**src/rtl/com_to_fifo_pkg.sv**
```systemverilog
`default_nettype none
// ============================================================================
//  Module   : com_to_fifo_pkg
//  Brief    : Shared types, error bit indices and CRC8 helper for the
//             board-link receive path.
//  Revision : 1.0  initial release
// ============================================================================
package com_to_fifo_pkg;

  localparam logic [7:0] DEFAULT_CRC_POLY = 8'h07;

  // Bit positions inside the sticky error vector
  localparam int ERR_PARITY  = 0;
  localparam int ERR_FRAME   = 1;
  localparam int ERR_CRC     = 2;
  localparam int ERR_OVERRUN = 3;

  typedef enum logic [2:0] {
    BYTE_IDLE      = 3'd0,
    BYTE_START     = 3'd1,
    BYTE_DATA      = 3'd2,
    BYTE_PARITY    = 3'd3,
    BYTE_STOP      = 3'd4,
    BYTE_WAIT_HIGH = 3'd5
  } byteState_t;

  typedef enum logic [0:0] {
    PKT_EXP_DATA = 1'b0,
    PKT_EXP_CRC  = 1'b1
  } pktState_t;

  // CRC8 of a single byte: init 0, MSB first, no reflection, no final XOR
  function automatic logic [7:0] crc8(input logic [7:0] data, input logic [7:0] poly);
    logic [7:0] crc;
    crc = data;
    for (int i = 0; i < 8; i++) begin
      crc = crc[7] ? ((crc << 1) ^ poly) : (crc << 1);
    end
    return crc;
  endfunction

endpackage
`default_nettype wire

```
**src/rtl/com_to_fifo_rx_byte.sv**
```systemverilog
`default_nettype none
// ============================================================================
//  Module   : uart_rx_byte
//  Brief    : UART byte receiver: rx synchronizer, bit timing, byte FSM and
//             even-parity / stop-bit checking.
//  Revision : 1.0  initial release
// ============================================================================
module uart_rx_byte
  import com_to_fifo_pkg::*;
#(
  parameter int CLKS_PER_BIT = 16
) (
  input  logic       clk,
  input  logic       reset,
  input  logic       rx,
  input  logic       enable,
  output logic       byte_valid,
  output logic [7:0] byte_data,
  output logic       parity_err,
  output logic       frame_err
);

  localparam int            CW       = $clog2(CLKS_PER_BIT + 1);
  localparam logic [CW-1:0] HALF_BIT = CW'(CLKS_PER_BIT / 2);
  localparam logic [CW-1:0] FULL_BIT = CW'(CLKS_PER_BIT);

  logic          r_rxMeta;
  logic          r_rxs;
  byteState_t    r_state;
  byteState_t    w_nextState;
  logic [CW-1:0] r_cnt;
  logic [2:0]    r_bitIdx;
  logic [7:0]    r_shift;
  logic          r_parityBad;
  logic          w_sample;

  assign byte_data = r_shift;

  // Two-flop synchronizer; the line idles high so reset to 1
  always_ff @(posedge clk or negedge reset) begin
    if (!reset) begin
      r_rxMeta <= 1'b1;
      r_rxs    <= 1'b1;
    end else begin
      r_rxMeta <= rx;
      r_rxs    <= r_rxMeta;
    end
  end

  // Mid-bit strobe: half a bit after the falling edge, then every full bit
  always_comb begin
    w_sample = (r_state == BYTE_START) ? (r_cnt == HALF_BIT) : (r_cnt == FULL_BIT);
  end

  // Byte FSM state register
  always_ff @(posedge clk or negedge reset) begin
    if (!reset) r_state <= BYTE_IDLE;
    else        r_state <= w_nextState;
  end

  // Byte FSM next state and per-frame result strobes
  always_comb begin
    w_nextState = r_state;
    byte_valid  = 1'b0;
    parity_err  = 1'b0;
    frame_err   = 1'b0;
    case (r_state)
      BYTE_IDLE: begin
        if (!r_rxs && enable) w_nextState = BYTE_START;
      end
      BYTE_START: begin
        if (w_sample) w_nextState = r_rxs ? BYTE_IDLE : BYTE_DATA;
      end
      BYTE_DATA: begin
        if (w_sample && (r_bitIdx == 3'd7)) w_nextState = BYTE_PARITY;
      end
      BYTE_PARITY: begin
        if (w_sample) w_nextState = BYTE_STOP;
      end
      BYTE_STOP: begin
        if (w_sample) begin
          byte_valid  = r_rxs && !r_parityBad;
          parity_err  = r_parityBad;
          frame_err   = !r_rxs;
          w_nextState = r_rxs ? BYTE_IDLE : BYTE_WAIT_HIGH;
        end
      end
      BYTE_WAIT_HIGH: begin
        if (r_rxs) w_nextState = BYTE_IDLE;
      end
      default: w_nextState = BYTE_IDLE;
    endcase
  end

  // Bit timer, data shift register and parity accumulation
  always_ff @(posedge clk or negedge reset) begin
    if (!reset) begin
      r_cnt       <= '0;
      r_bitIdx    <= '0;
      r_shift     <= '0;
      r_parityBad <= 1'b0;
    end else begin
      // Counter reads 1 in the first cycle after the start edge is seen
      if ((r_state == BYTE_IDLE) || w_sample) r_cnt <= CW'(1);
      else                                    r_cnt <= r_cnt + 1'b1;
      if (w_sample) begin
        case (r_state)
          BYTE_START:  r_bitIdx <= '0;
          BYTE_DATA: begin
            r_shift  <= {r_rxs, r_shift[7:1]};
            r_bitIdx <= r_bitIdx + 3'd1;
          end
          BYTE_PARITY: r_parityBad <= ^{r_shift, r_rxs};
          default: ;
        endcase
      end
    end
  end

endmodule
`default_nettype wire

```
**src/rtl/com_to_fifo.sv**
```systemverilog
`default_nettype none
// ============================================================================
//  Module   : com_to_fifo
//  Brief    : Receives data/CRC8 byte pairs over UART, verifies them and
//             writes good data bytes into the receive FIFO.
//  Revision : 1.0  initial release
// ============================================================================
module com_to_fifo
  import com_to_fifo_pkg::*;
#(
  parameter int         CLKS_PER_BIT = 16,
  parameter logic [7:0] CRC_POLY     = DEFAULT_CRC_POLY
) (
  input  logic       clk,
  input  logic       reset,
  input  logic       rx,
  input  logic       enable,
  input  logic       fifo_busy,
  input  logic       fifo_full,
  output logic       fifo_we,
  output logic [7:0] fifo_data,
  output logic [7:0] last_data,
  output logic [7:0] last_crc,
  output logic [3:0] error,
  output logic       isFinish
);

  logic       w_byteValid;
  logic [7:0] w_byte;
  logic       w_parityErr;
  logic       w_frameErr;
  pktState_t  r_pkt;
  pktState_t  w_nextPkt;
  logic [7:0] r_crcCalc;
  logic [7:0] r_lastData;
  logic [7:0] r_lastCrc;
  logic [7:0] r_fifoData;
  logic [3:0] r_error;
  logic       r_isFinish;
  logic       r_pending;
  logic       w_issue;
  logic       w_crcMatch;

  uart_rx_byte #(
    .CLKS_PER_BIT(CLKS_PER_BIT)
  ) u_rxByte (
    .clk       (clk),
    .reset     (reset),
    .rx        (rx),
    .enable    (enable),
    .byte_valid(w_byteValid),
    .byte_data (w_byte),
    .parity_err(w_parityErr),
    .frame_err (w_frameErr)
  );

  assign last_data = r_lastData;
  assign last_crc  = r_lastCrc;
  assign fifo_data = r_fifoData;
  assign error     = r_error;
  assign isFinish  = r_isFinish;

  // The pending write leaves in the first non-busy cycle; a full FIFO eats it
  assign w_issue    = r_pending && !fifo_busy;
  assign fifo_we    = w_issue && !fifo_full;
  assign w_crcMatch = (w_byte == r_crcCalc);

  // Packet FSM state register
  always_ff @(posedge clk or negedge reset) begin
    if (!reset) r_pkt <= PKT_EXP_DATA;
    else        r_pkt <= w_nextPkt;
  end

  // Packet FSM next state: any bad frame resynchronizes to a data byte
  always_comb begin
    w_nextPkt = r_pkt;
    if (w_parityErr || w_frameErr) begin
      w_nextPkt = PKT_EXP_DATA;
    end else if (w_byteValid) begin
      w_nextPkt = (r_pkt == PKT_EXP_DATA) ? PKT_EXP_CRC : PKT_EXP_DATA;
    end
  end

  // Pair datapath, CRC compare, sticky errors and FIFO write bookkeeping
  always_ff @(posedge clk or negedge reset) begin
    if (!reset) begin
      r_crcCalc  <= '0;
      r_lastData <= '0;
      r_lastCrc  <= '0;
      r_fifoData <= '0;
      r_error    <= '0;
      r_isFinish <= 1'b0;
      r_pending  <= 1'b0;
    end else begin
      r_isFinish <= 1'b0;
      if (w_issue) begin
        r_pending <= 1'b0;
        if (fifo_full) r_error[ERR_OVERRUN] <= 1'b1;
      end
      if (w_parityErr) r_error[ERR_PARITY] <= 1'b1;
      if (w_frameErr)  r_error[ERR_FRAME]  <= 1'b1;
      if (w_byteValid) begin
        if (r_pkt == PKT_EXP_DATA) begin
          r_lastData <= w_byte;
          r_crcCalc  <= crc8(w_byte, CRC_POLY);
        end else begin
          r_lastCrc  <= w_byte;
          r_isFinish <= 1'b1;
          if (!w_crcMatch) begin
            r_error[ERR_CRC] <= 1'b1;
          end else if (r_pending) begin
            // Previous byte still waiting for the FIFO: the new one is lost
            r_error[ERR_OVERRUN] <= 1'b1;
          end else begin
            r_pending  <= 1'b1;
            r_fifoData <= r_lastData;
          end
        end
      end
    end
  end

endmodule
`default_nettype wire

```
**config.mk**
```make
export PLATFORM = sky130hd
export DESIGN_NAME = com_to_fifo
export DESIGN_NICKNAME = d
export VERILOG_FILES = /design/src/rtl/com_to_fifo_pkg.sv /design/src/rtl/com_to_fifo_rx_byte.sv /design/src/rtl/com_to_fifo.sv
export SDC_FILE = /design/constraint.sdc
export NUM_CORES = 1
export LEC_CHECK = 0
export ABC_CLOCK_PERIOD_IN_PS = 6100
export BUFFER_PORTS_ARGS = -buffer_cell sky130_fd_sc_hd__buf_2
export CAP_MARGIN = 20
export CORE_MARGIN = 5
export CORE_UTILIZATION = 60
export CTS_BUF_LIST = sky130_fd_sc_hd__clkbuf_4 sky130_fd_sc_hd__clkbuf_8 sky130_fd_sc_hd__clkbuf_16
export DETAILED_ROUTE_END_ITERATION = 8
export PLACE_DENSITY = 0.85
export SLEW_MARGIN = 20
export SYNTH_ARGS = -nofsm -noshare
export SYNTH_HDL_FRONTEND = slang
export SYNTH_SLANG_ARGS = --single-unit
```
**constraint.sdc**
```tcl
create_clock -name clk -period 6.1 [get_ports clk]
set_input_delay 1.22 -clock clk [delete_from_list [all_inputs] [get_ports clk]]
set_output_delay 1.22 -clock clk [all_outputs]
set_load 0.02 [all_outputs]
```
==> metrics.md, run 1 <==
| Metric | Value |
|---|---|
| Status | `finished clean` |
| Setup violators final | `0` |
| Placed Cells | `291` |
| Placement Setup Slack | `3.185 ns` |
| Postcts setup bufs | `0` |
| RSZ-0062 raised after global routing | `no` |
| Max Cap Viol | `0` |
| Setup_tns | `0 ns` |
| Row count | `25` |
| CTS root buffer | `clkbuf_8` |
| Switch share | `a little over a fifth` |
| Congestion Overflow GR | `0` |
| Pwr dens | `250.1 nW/µm²` |
| Mapped cell area | `2819 µm²` |
| DR iter-0 viols | `75` |
| Via count | `1,693` |
| Final worst setup slack | `3.179 ns` |
| Final hold violation count | `0` |
| Synth-to-layout area growth | `13.32%` |
| Clock-pin slew on the worst setup and hold paths | `approximately 0.060 ns` |
| Top cells by area, synth | `dfrtp_1 (52%), mux2_2 (16%), xnor2_1 (6.8%), dfstp_2 (1.9%), ha_1 (1.8%)` |
| Post-DP HPWL | `around 3000 µm` |
| DRC errors left | `0` |
| Seq/Total Area, Yosys | `54.24%` |
| Share of layout cells above drive strength 1 | `40.32%` |
| Maximum vdd drop | `0.0001924 V` |
| Detail Route Antenna Nets | `0` |
| Sink Count | `61` |
| Post-synth top cells | `dfrtp_1 (59), mux2_2 (41), xnor2_1 (22)` |
| Largest net degree at the start of global routing | `62` |
| Critical-path top delay cell | `buf_2` |
| Top Ports | `36` |
| Max-slew violations | `0` |
| Initial DRT Pass Iterations | `4` |
| Via-to-Cell Ratio | `5.515` |
| Part of the power in registers | `52.5%` |
| Final setup skew | `0.005593 ns` |
| Startpoint Class | `input pin` |
| Worst skew pair latency | `0.33 ns` |
| Buffers on Ports | `35` |
| Async SR Flop Fraction | `100.0%` |
| Pwr Total | `798.9 µW` |
| Internal power | `about 630 µW` |
| Antenna Cells | `0` |
| Cell taking the most area after synthesis | `dfrtp_1` |
| CP Data Required Time | `between 4 and 5 ns` |
| Hold_buf cts | `0` |
| Vias in the first global route | `between 1,500 and 2,000` |
| Switching power total | `173.0 µW` |
| Comb pwr share | `approximately 3.7%` |
| Worst-Margin Slew | `0.7902 ns` |
| H-tree levels | `3` |
| Final std cells w/o fill | `307` |
| Chip Width | `just under 80 µm` |
| Worst hold path stage count | `0` |
| Synth cell types | `40` |
| Fin crit share | `a little under half` |
| Critical-path cell list | `buf_2 -> nor3b_1 -> buf_2` |
| Num CTS Buffers | `9` |
| CTS resizes | `0` |
| Leak pwr | `~0.0016 µW` |
| Post-synth EDFFs | `0` |
| CORE AREA | `4629 µm²` |
| Initial core utilization | `60.89%` |
| Crit path capture type | `output pin` |
| Longest Clk Path Bufs | `2` |
| Crit path largest cell delay | `0.19 ns` |
| Clock share of power | `between 40% and 50%` |
| FF-to-FF path depth | `6` |
| Minimum clock period | `approximately 2.9 ns` |
| Crit path max fanout | `3` |
| Slew HR | `47.28%` |
| Yosys Warn Count | `0` |
| Post-Syn Instances | `216` |
| Initial antenna violation count | `0` |
| Seq cells post-synth | `61` |
| Average wire per standard cell | `15.22 µm` |
| Die area | `6169 µm²` |
| Hold Path Class | `reg2reg` |
| GRT Resource Usage Total | `17.20%` |
| Area share of the largest cell type after synthesis | `52.37%` |
| Nets | `258` |
| Most numerous cell on the critical path | `buf_2` |
| WL final | `4674 µm` |
| F_max | `approximately 340 MHz` |
| Placer Congestion | `slightly below 0.8` |
| Worst Setup Path Type | `in2out` |
| First-pass GRT wire length | `a little over 8000 µm` |
| Layout Utilization | `69.00%` |
| Main flop type after synthesis | `dfrtp_1` |
| Most instantiated library cell after synthesis | `dfrtp_1` |
| Data arrival time of the critical path | `1.70 ns` |
| Syn Area/Cell | `13.05 µm²` |
| Syn Nets | `226` |
| CTS tree | `yes` |
| DIE HEIGHT | `78.55 µm` |
==> path summary, 6_finish.rpt <==
| path | slack (ns) | startpoint | end |
|---|---|---|---|
| worst max-delay path | 3.18 | fifo_busy | fifo_we |
| worst min-delay path | 0.35 | u_rxByte.r_rxMeta | u_rxByte.r_rxs |
| worst max register to register | 3.41 | u_rxByte.r_cnt[0] | fifo_data[2] |
| worst min register to register | 0.35 | u_rxByte.r_rxMeta | u_rxByte.r_rxs |
| max in group asynchronous | 4.58 | reset | r_crcCalc[3] |
| min in group asynchronous | 1.04 | reset | last_crc[7] |
==> power groups by stage <==
stage | Sequential, µW | Combinational (µW) | Clock [µW]
2_1_floorplan | 423 | 20.4 | 0
6_report | 420 | 29.8 | 349
4_1_cts | 420 | 30.4 | 356
5_1_grt | 421 | 34.8 | 379
3_5_place_dp | 427 | 30.1 | 0
3_3_place_gp | 427 | 29.1 | 0
==> critical path, delay by kind of cell <==
kind | cells | cell delay (ns)
buf+inv | 2 | 0.30
simple gates | 1 | 0.18
==> layer usage <==
metal,vias up,track usage [%],wire [µm]
met5,-,0,0
li1,815,-,-
met3,8,4.702,223
met2,40,25.55,2120
met1,830,23.52,2242
met4,0,7.867,87
==> kinds of logic (layout without fill, tap and decap cells) <==
family / count (synthesis) / count (layout) / synth area share (%)
buffers and inverters: 19 / 56 / 3.018
multiplexers: 41 / 41 / 16.38
AO/OA/AOI/OAI: 23 / 23 / 5.770
adder cells (fa/ha/maj): 4 / 4 / 1.775
AND/OR/NAND/NOR: 41 / 41 / 9.942
flip-flops: 61 / 61 / 54.24
XOR/XNOR: 27 / 27 / 8.877
==> cell usage in the layout (no fill, tap or decap), drive strengths merged, types with 3 or more instances in the layout <==
cell type,synthesis,layout
dfrtp,59,59
mux2,41,41
buf,5,36
xnor2,22,22
nor2,11,11
clkbuf,10,11
a21oi,5,5
nand2,5,5
xor2,4,4
nor2b,4,4
inv,4,4
ha,4,4
clkinv,0,4
nor3b,4,4
a21o,3,3
nand3b,3,3
o21bai,3,3
o2bb2ai,3,3
o21ai,3,3
nand4,3,3
==> through the flow <==
stage	area [µm²]	hold WS (ns)
final	3194	0.3522
after CTS	3194	0.3520
after global placement	2999	0.3460
after global routing	3194	0.3645
after detailed placement	2999	0.3481
after floorplan	2819	0.3452
==> layout make-up <==
type                            instances  area (µm²)
Clock inverter                          5       50.05
Timing Repair Buffer                   36       182.7
Fill cell                             331        1435
Clock buffer                           11       145.1
Sequential cell                        61        1529
Inverter                                4       15.01
Tap cell                               54       67.56
Multi-Input combinational cell        136        1205
==> flip-flops by register name, indices dropped and copies added, names as in the netlist <==
register and count:
fifo_data 8, last_crc 8, last_data 8, r_crcCalc 8, u_rxByte.byte_data 8, u_rxByte.r_cnt 5, error 4, u_rxByte.r_bitIdx 3
u_rxByte.r_state 3, isFinish 1, r_pending 1, r_pkt 1, u_rxByte.r_parityBad 1, u_rxByte.r_rxMeta 1, u_rxByte.r_rxs 1
Note: power is estimated with default switching activity, not from simulation.
==> run 2, diff against run 1 <==
--- a/config.mk
+++ b/config.mk
@@ -5,14 +5,14 @@
 export SDC_FILE = /design/constraint.sdc
 export NUM_CORES = 1
 export LEC_CHECK = 0
-export ABC_CLOCK_PERIOD_IN_PS = 6100
+export ABC_CLOCK_PERIOD_IN_PS = 3000
 export BUFFER_PORTS_ARGS = -buffer_cell sky130_fd_sc_hd__buf_2
 export CAP_MARGIN = 20
 export CORE_MARGIN = 5
-export CORE_UTILIZATION = 60
+export CORE_UTILIZATION = 57
 export CTS_BUF_LIST = sky130_fd_sc_hd__clkbuf_4 sky130_fd_sc_hd__clkbuf_8 sky130_fd_sc_hd__clkbuf_16
 export DETAILED_ROUTE_END_ITERATION = 8
-export PLACE_DENSITY = 0.85
+export PLACE_DENSITY = 0.82
 export SLEW_MARGIN = 20
 export SYNTH_ARGS = -nofsm -noshare
 export SYNTH_HDL_FRONTEND = slang
==> constraint.sdc (replaced) <==
create_clock -name clk -period 3 [get_ports clk]
set_input_delay 0.6 -clock clk [delete_from_list [all_inputs] [get_ports clk]]
set_output_delay 0.6 -clock clk [all_outputs]
set_load 0.02 [all_outputs]
==> metrics.md, run 2 (synthesized netlist as in run 1, its figures left out) <==
| Metric | Value |
|---|---|
| Sink Count | `61 (unchanged)` |
| Status | `finished clean` |
| CP Data Required Time | `3.22 ns (-1.66 ns)` |
| Placer Congestion | `0.7910 (+1.6%)` |
| Chip Width | `80.33 µm (+2.3%)` |
| CTS resizes | `0 (unchanged)` |
| Detail Route Antenna Nets | `0 (unchanged)` |
| Clock-pin slew on the worst setup and hold paths | `0.06 ns (about the same)` |
| Worst setup path startpoint | `u_rxByte.r_cnt[0]` |
| FF-to-FF End | `fifo_data[0]` |
| Minimum clock period | `2.382 ns` |
| Placement Setup Slack | `0.6278 ns (-2.557 ns)` |
| Hold_buf cts | `0 (unchanged)` |
| DR iter-0 viols | `99 (+32%)` |
| Final setup skew | `0.006180 ns (+0.0005871 ns)` |
| Largest net degree at the start of global routing | `34 (-45%)` |
| Post-DP HPWL | `3600 µm (+19%)` |
| Max-slew violations | `0 (unchanged)` |
| Layout Utilization | `68.32% (-0.68 points)` |
| F_max | `419.8 MHz` |
| Nets | `261 (+1.2%)` |
| Crit path max fanout | `11 (+8)` |
| Worst skew pair latency | `0.33 ns (about the same)` |
| CTS root buffer | `clkbuf_8` |
| Final worst setup slack | `0.6181 ns (-2.561 ns)` |
| Crit path capture type | `register` |
| Average wire per standard cell | `16.31 µm (+7.1%)` |
| Final Cell Area | `3248 µm² (+1.7%)` |
| CTS tree | `yes` |
| Antenna Cells | `0 (unchanged)` |
| Commonest non-fill, non-tap cell in the layout | `dfrtp_1` |
| DIE HEIGHT | `80.33 µm (+2.3%)` |
| Share of layout cells above drive strength 1 | `41.02% (+0.70 points)` |
| Leak pwr | `0.001667 µW (+1.2%)` |
| Num CTS Buffers | `9 (unchanged)` |
| Setup_tns | `0 ns (unchanged)` |
| Via count | `1,741 (+2.8%)` |
| R2r setup slk | `0.62 ns (-2.79 ns)` |
| Dpl cell area | `3038 µm² (+1.3%)` |
| Hold Path Class | `in2async` |
| Die area | `6452 µm² (+4.6%)` |
| H-tree levels | `3 (unchanged)` |
| Setup violators final | `0 (unchanged)` |
| Commonest cells after routing, fill and taps aside | `dfrtp_1 (59), mux2_2 (41), buf_2 (35)` |
| Congestion Overflow GR | `0 (unchanged)` |
| WL final | `5267 µm (+13%)` |
| Final hold violation count | `0 (unchanged)` |
| Top Ports | `36 (unchanged)` |
| Vias in the first global route | `1,868 (+10%)` |
| Via-to-Cell Ratio | `5.390 (-2.3%)` |
| GRT Resource Usage Total | `18.88% (+1.7 points)` |
| Data arrival time of the critical path | `2.60 ns (+0.90 ns)` |
| Worst Setup Path Type | `reg2reg` |
| Fin crit share | `between 70% and 80%` |
| Max Cap Viol | `0 (unchanged)` |
| Initial antenna violation count | `0 (unchanged)` |
| Hold_ws | `0.3198 ns (-0.03237 ns)` |
| Row count | `25 (unchanged)` |
| Fillers | `362 (+9.4%)` |
| Startpoint Class | `register` |
| Pwr dens | `514.1 nW/µm² (+110%)` |
| Slew HR | `52.27% (+5.0 points)` |
| Longest Clk Path Bufs | `2 (unchanged)` |
| Maximum vdd drop | `0.0003991 V (+110%)` |
| Buffers on Ports | `35 (unchanged)` |
| End of the critical path | `fifo_data[0]` |
| Postcts setup bufs | `0 (unchanged)` |
| FF-to-FF path depth | `6 (unchanged)` |
| RSZ-0062 raised after global routing | `no` |
| DRC errors left | `0 (unchanged)` |
| CORE AREA | `4755 µm² (+2.7%)` |
| First-pass GRT wire length | `9066 µm (+11%)` |
| Worst R2R Start | `u_rxByte.r_cnt[0]` |
| Worst-Margin Slew | `0.7160 ns (-0.07421 ns)` |
| Initial DRT Pass Iterations | `4 (unchanged)` |
| Initial core utilization | `59.29% (-1.6 points)` |
| Synth-to-layout area growth | `15.22%` |
[run 2: critical path: stages, from the launching register on]
cell and delay (ns):
dfrtp_1 0.41, inv_1 0.07, ha_1 0.18, and4bb_2 0.39
nand4_2 0.17, nor4_4 0.63, mux2_2 0.41
[run 2: how the worst min path moves through the flow]
stage                 startpoint                     to  slack [ns]  depth (start not counted)
4_1_cts                    reset  u_rxByte.byte_data[2]        0.35                          1
6_report                   reset  u_rxByte.byte_data[2]        0.32                          1
3_5_place_dp   u_rxByte.r_rxMeta         u_rxByte.r_rxs        0.35                          0
5_1_grt                       rx      u_rxByte.r_rxMeta        0.35                          1
3_3_place_gp   u_rxByte.r_rxMeta         u_rxByte.r_rxs        0.35                          0
2_1_floorplan              reset               error[0]        0.30                          0
[run 2: per-stage QoR]
| stage | std cells | power [µW] |
|---|---|---|
| global placement | 307 | 929.4 |
| floorplan | 216 | 902.1 |
| global route | 323 | 1739 |
| detailed placement | 307 | 933.2 |
| finish | 323 | 1670 |
| CTS | 323 | 1683 |
[run 2: area by class of cell]
class	instances	area, µm²	share of cell area [%]
multi-input combinational	136	1205	37.10
sequential	61	1529	47.07
timing repair buffer	39	205.2	6.317
clock buffer	12	165.2	5.085
clock inverter	4	45.04	1.387
tap	67	83.83	2.581
inverter	4	15.01	0.4622
[run 2: report_power, final]
| group | internal, µW | total (µW) | switching [µW] |
|---|---|---|---|
| sequential | 836 | 854 | 18.6 |
| combinational | 28.1 | 62.4 | 34.3 |
| clock | 447 | 753 | 306 |
| total | 1310 | 1670 | 359 |
[run 2: metal layers]
metal  track usage [%]  vias up  routed length (µm)
li1                  -      820                   -
met1             24.30      874                2355
met2             29.22       34                2591
met3             4.484       13                 197
met4             10.47        0                 123
met5                 0        -                   0
==> run 3, diff against run 2 <==
--- a/config.mk
+++ b/config.mk
@@ -5,7 +5,7 @@
 export SDC_FILE = /design/constraint.sdc
 export NUM_CORES = 1
 export LEC_CHECK = 0
-export ABC_CLOCK_PERIOD_IN_PS = 3000
+export ABC_CLOCK_PERIOD_IN_PS = 2250
 export BUFFER_PORTS_ARGS = -buffer_cell sky130_fd_sc_hd__buf_2
 export CAP_MARGIN = 20
 export CORE_MARGIN = 5
==> constraint.sdc (replaced) <==
create_clock -name clk -period 2.25 [get_ports clk]
set_input_delay 0.45 -clock clk [delete_from_list [all_inputs] [get_ports clk]]
set_output_delay 0.45 -clock clk [all_outputs]
set_load 0.02 [all_outputs]
==> metrics.md, run 3 (synthesized netlist as in run 1, its figures left out) <==
| Metric | Value |
|---|---|
| Status | `finished clean` |
| Switch share | `20.49% (-1.0 points)` |
| Internal power | `1849 µW (+41%)` |
| Worst-Margin Slew | `0.5471 ns (-0.1689 ns)` |
| Startpoint Class | `register` |
| Vias in the first global route | `1,811 (-3.1%)` |
| Average wire per standard cell | `15.56 µm (-4.6%)` |
| Synth-to-layout area growth | `18.64%` |
| Commonest non-fill, non-tap cell in the layout | `dfrtp_1` |
| DR iter-0 viols | `82 (-17%)` |
| Setup_tns | `0 ns (unchanged)` |
| Chip Width | `80.33 µm (unchanged)` |
| Crit path max fanout | `9 (-2)` |
| Comb pwr share | `4.1% (+0.4 points)` |
| Leak pwr | `0.001720 µW (+3.2%)` |
| Max Cap Viol | `0 (unchanged)` |
| Hold Path Class | `in2async` |
| Fin crit share | `93.53% (+14 points)` |
| Worst skew pair latency | `0.33 ns (about the same)` |
| Max-slew violations | `0 (unchanged)` |
| Congestion Overflow GR | `0 (unchanged)` |
| Via-to-Cell Ratio | `5.330 (-1.1%)` |
| Minimum clock period | `2.104 ns (-0.2776 ns)` |
| DRC errors left | `0 (unchanged)` |
| Maximum vdd drop | `0.0005493 V (+38%)` |
| Crit path capture type | `register` |
| Largest net degree at the start of global routing | `39 (+15%)` |
| Slew HR | `63.53% (+11 points)` |
| Clock-pin slew on the worst setup and hold paths | `0.07 ns (about the same)` |
| Cell family with most CP delay | `compound AO/OA/AOI/OAI gates` |
| Hold_buf cts | `0 (unchanged)` |
| CTS resizes | `0 (unchanged)` |
| H-tree levels | `3 (unchanged)` |
| CTS tree | `yes` |
| Nets | `268 (+2.7%)` |
| CORE AREA | `4755 µm² (unchanged)` |
| Post-DP HPWL | `3620 µm (+0.58%)` |
| Commonest cells after routing, fill and taps aside | `dfrtp_1 (59), mux2_2 (41), buf_2 (35)` |
| Pwr dens | `695.2 nW/µm² (+35%)` |
| Sink Count | `61 (unchanged)` |
| RSZ-0062 raised after global routing | `no` |
| GRT Resource Usage Total | `18.99% (+0.11 points)` |
| Num CTS Buffers | `9 (unchanged)` |
| Initial core utilization | `59.29% (unchanged)` |
| Data arrival time of the critical path | `2.32 ns (-0.28 ns)` |
| First-pass GRT wire length | `9135 µm (+0.76%)` |
| Initial DRT Pass Iterations | `4 (unchanged)` |
| Layout Utilization | `70.34% (+2.0 points)` |
| Row count | `25 (unchanged)` |
| Antenna Cells | `0 (unchanged)` |
| WL final | `5134 µm (-2.5%)` |
| Longest Clk Path Bufs | `2 (unchanged)` |
| Die area | `6452 µm² (unchanged)` |
| Final hold violation count | `0 (unchanged)` |
| Via count | `1,759 (+1.0%)` |
| Final setup skew | `0.005347 ns (-0.0008329 ns)` |
| Part of the power in registers | `48.8% (-2.4 points)` |
| Setup violators final | `0 (unchanged)` |
| Initial antenna violation count | `0 (unchanged)` |
| CP Data Required Time | `2.46 ns (-0.76 ns)` |
| CTS root buffer | `clkbuf_8` |
| Top Ports | `36 (unchanged)` |
| Detail Route Antenna Nets | `0 (unchanged)` |
| DIE HEIGHT | `80.33 µm (unchanged)` |
| Worst Setup Path Type | `reg2reg` |
| Pwr Total | `2325 µW (+39%)` |
| Critical-path cell list | `inv_1 -> ha_1 -> and4bb_2 -> buf_4 -> o211a_1 -> o32ai_1 -> mux2_2` |
| F_max | `475.2 MHz (+13%)` |
| Share of layout cells above drive strength 1 | `42.59% (+1.6 points)` |
| Clock share of power | `47.2% (+2.1 points)` |
| Critical-path top delay cell | `dfrtp_1` |
| Switching power total | `476.4 µW (+33%)` |
| Crit path largest cell delay | `0.41 ns (-0.22 ns)` |
| Postcts setup bufs | `0 (unchanged)` |
| Buffers on Ports | `35 (unchanged)` |
| Placer Congestion | `0.8330 (+5.3%)` |
| Worst path bufs/invs | `2 (+1)` |
-- run 3: metrics by stage --
step | hold slack [ns] | instances | setup slack (ns) | area [µm²]
after global placement | 0.3481 | 314 | 0.2659 | 3115
after floorplan | 0.1544 | 216 | 0.2416 | 2819
final | 0.09575 | 330 | 0.1457 | 3344
after detailed placement | 0.3507 | 314 | 0.1850 | 3115
after global routing | 0.1236 | 330 | 0.04548 | 3344
after CTS | 0.09971 | 330 | 0.1338 | 3344
-- run 3: final cells by class --
| cell class | count | area [µm²] |
|---|---|---|
| multi-input cells | 136 | 1205 |
| clock buffers | 12 | 158.9 |
| well taps | 67 | 83.83 |
| flip-flops and latches | 61 | 1529 |
| fillers | 369 | 1410 |
| inverters | 4 | 15.01 |
| repair buffers | 46 | 282.8 |
| clock inverters | 4 | 70.07 |
-- run 3: final timing paths --
path,start,to,slack (ns),depth (start not counted)
min reg2reg,u_rxByte.r_rxMeta,u_rxByte.r_rxs,0.36,0
max reg2reg,u_rxByte.r_cnt[0],u_rxByte.r_state[0],0.15,7
max in group asynchronous,reset,u_rxByte.r_rxs,1.51,2
min in group clk,rx,u_rxByte.r_rxMeta,0.21,1
max,u_rxByte.r_cnt[0],u_rxByte.r_state[0],0.15,7
min,reset,last_crc[4],0.1,1
-- run 3: layer usage --
layer	GRT usage, %	share of wire (%)
met5	0	0
met4	9.459	1.9
met3	3.700	3.5
met2	29.06	49
met1	25.75	46
-- run 3: worst reg2reg max path, delay by kind of cell, from the launching register on --
kind,cells,cell delay [ns]
AOI/OAI and AO/OA,2,0.50
DFF,1,0.41
muxes,1,0.38
and+or+nand+nor,1,0.25
buffers and inverters,2,0.23
adders and majority gates,1,0.21
-- run 3: power by group through the flow --
stage / Sequential [µW] / Clock (µW) / Combinational, µW
6_report: 1130 / 1100 / 94.3
5_1_grt: 1140 / 1170 / 112
4_1_cts: 1130 / 1120 / 97.0
3_5_place_dp: 1150 / 0 / 95.3
3_3_place_gp: 1150 / 0 / 93.3
2_1_floorplan: 1150 / 0 / 55.3
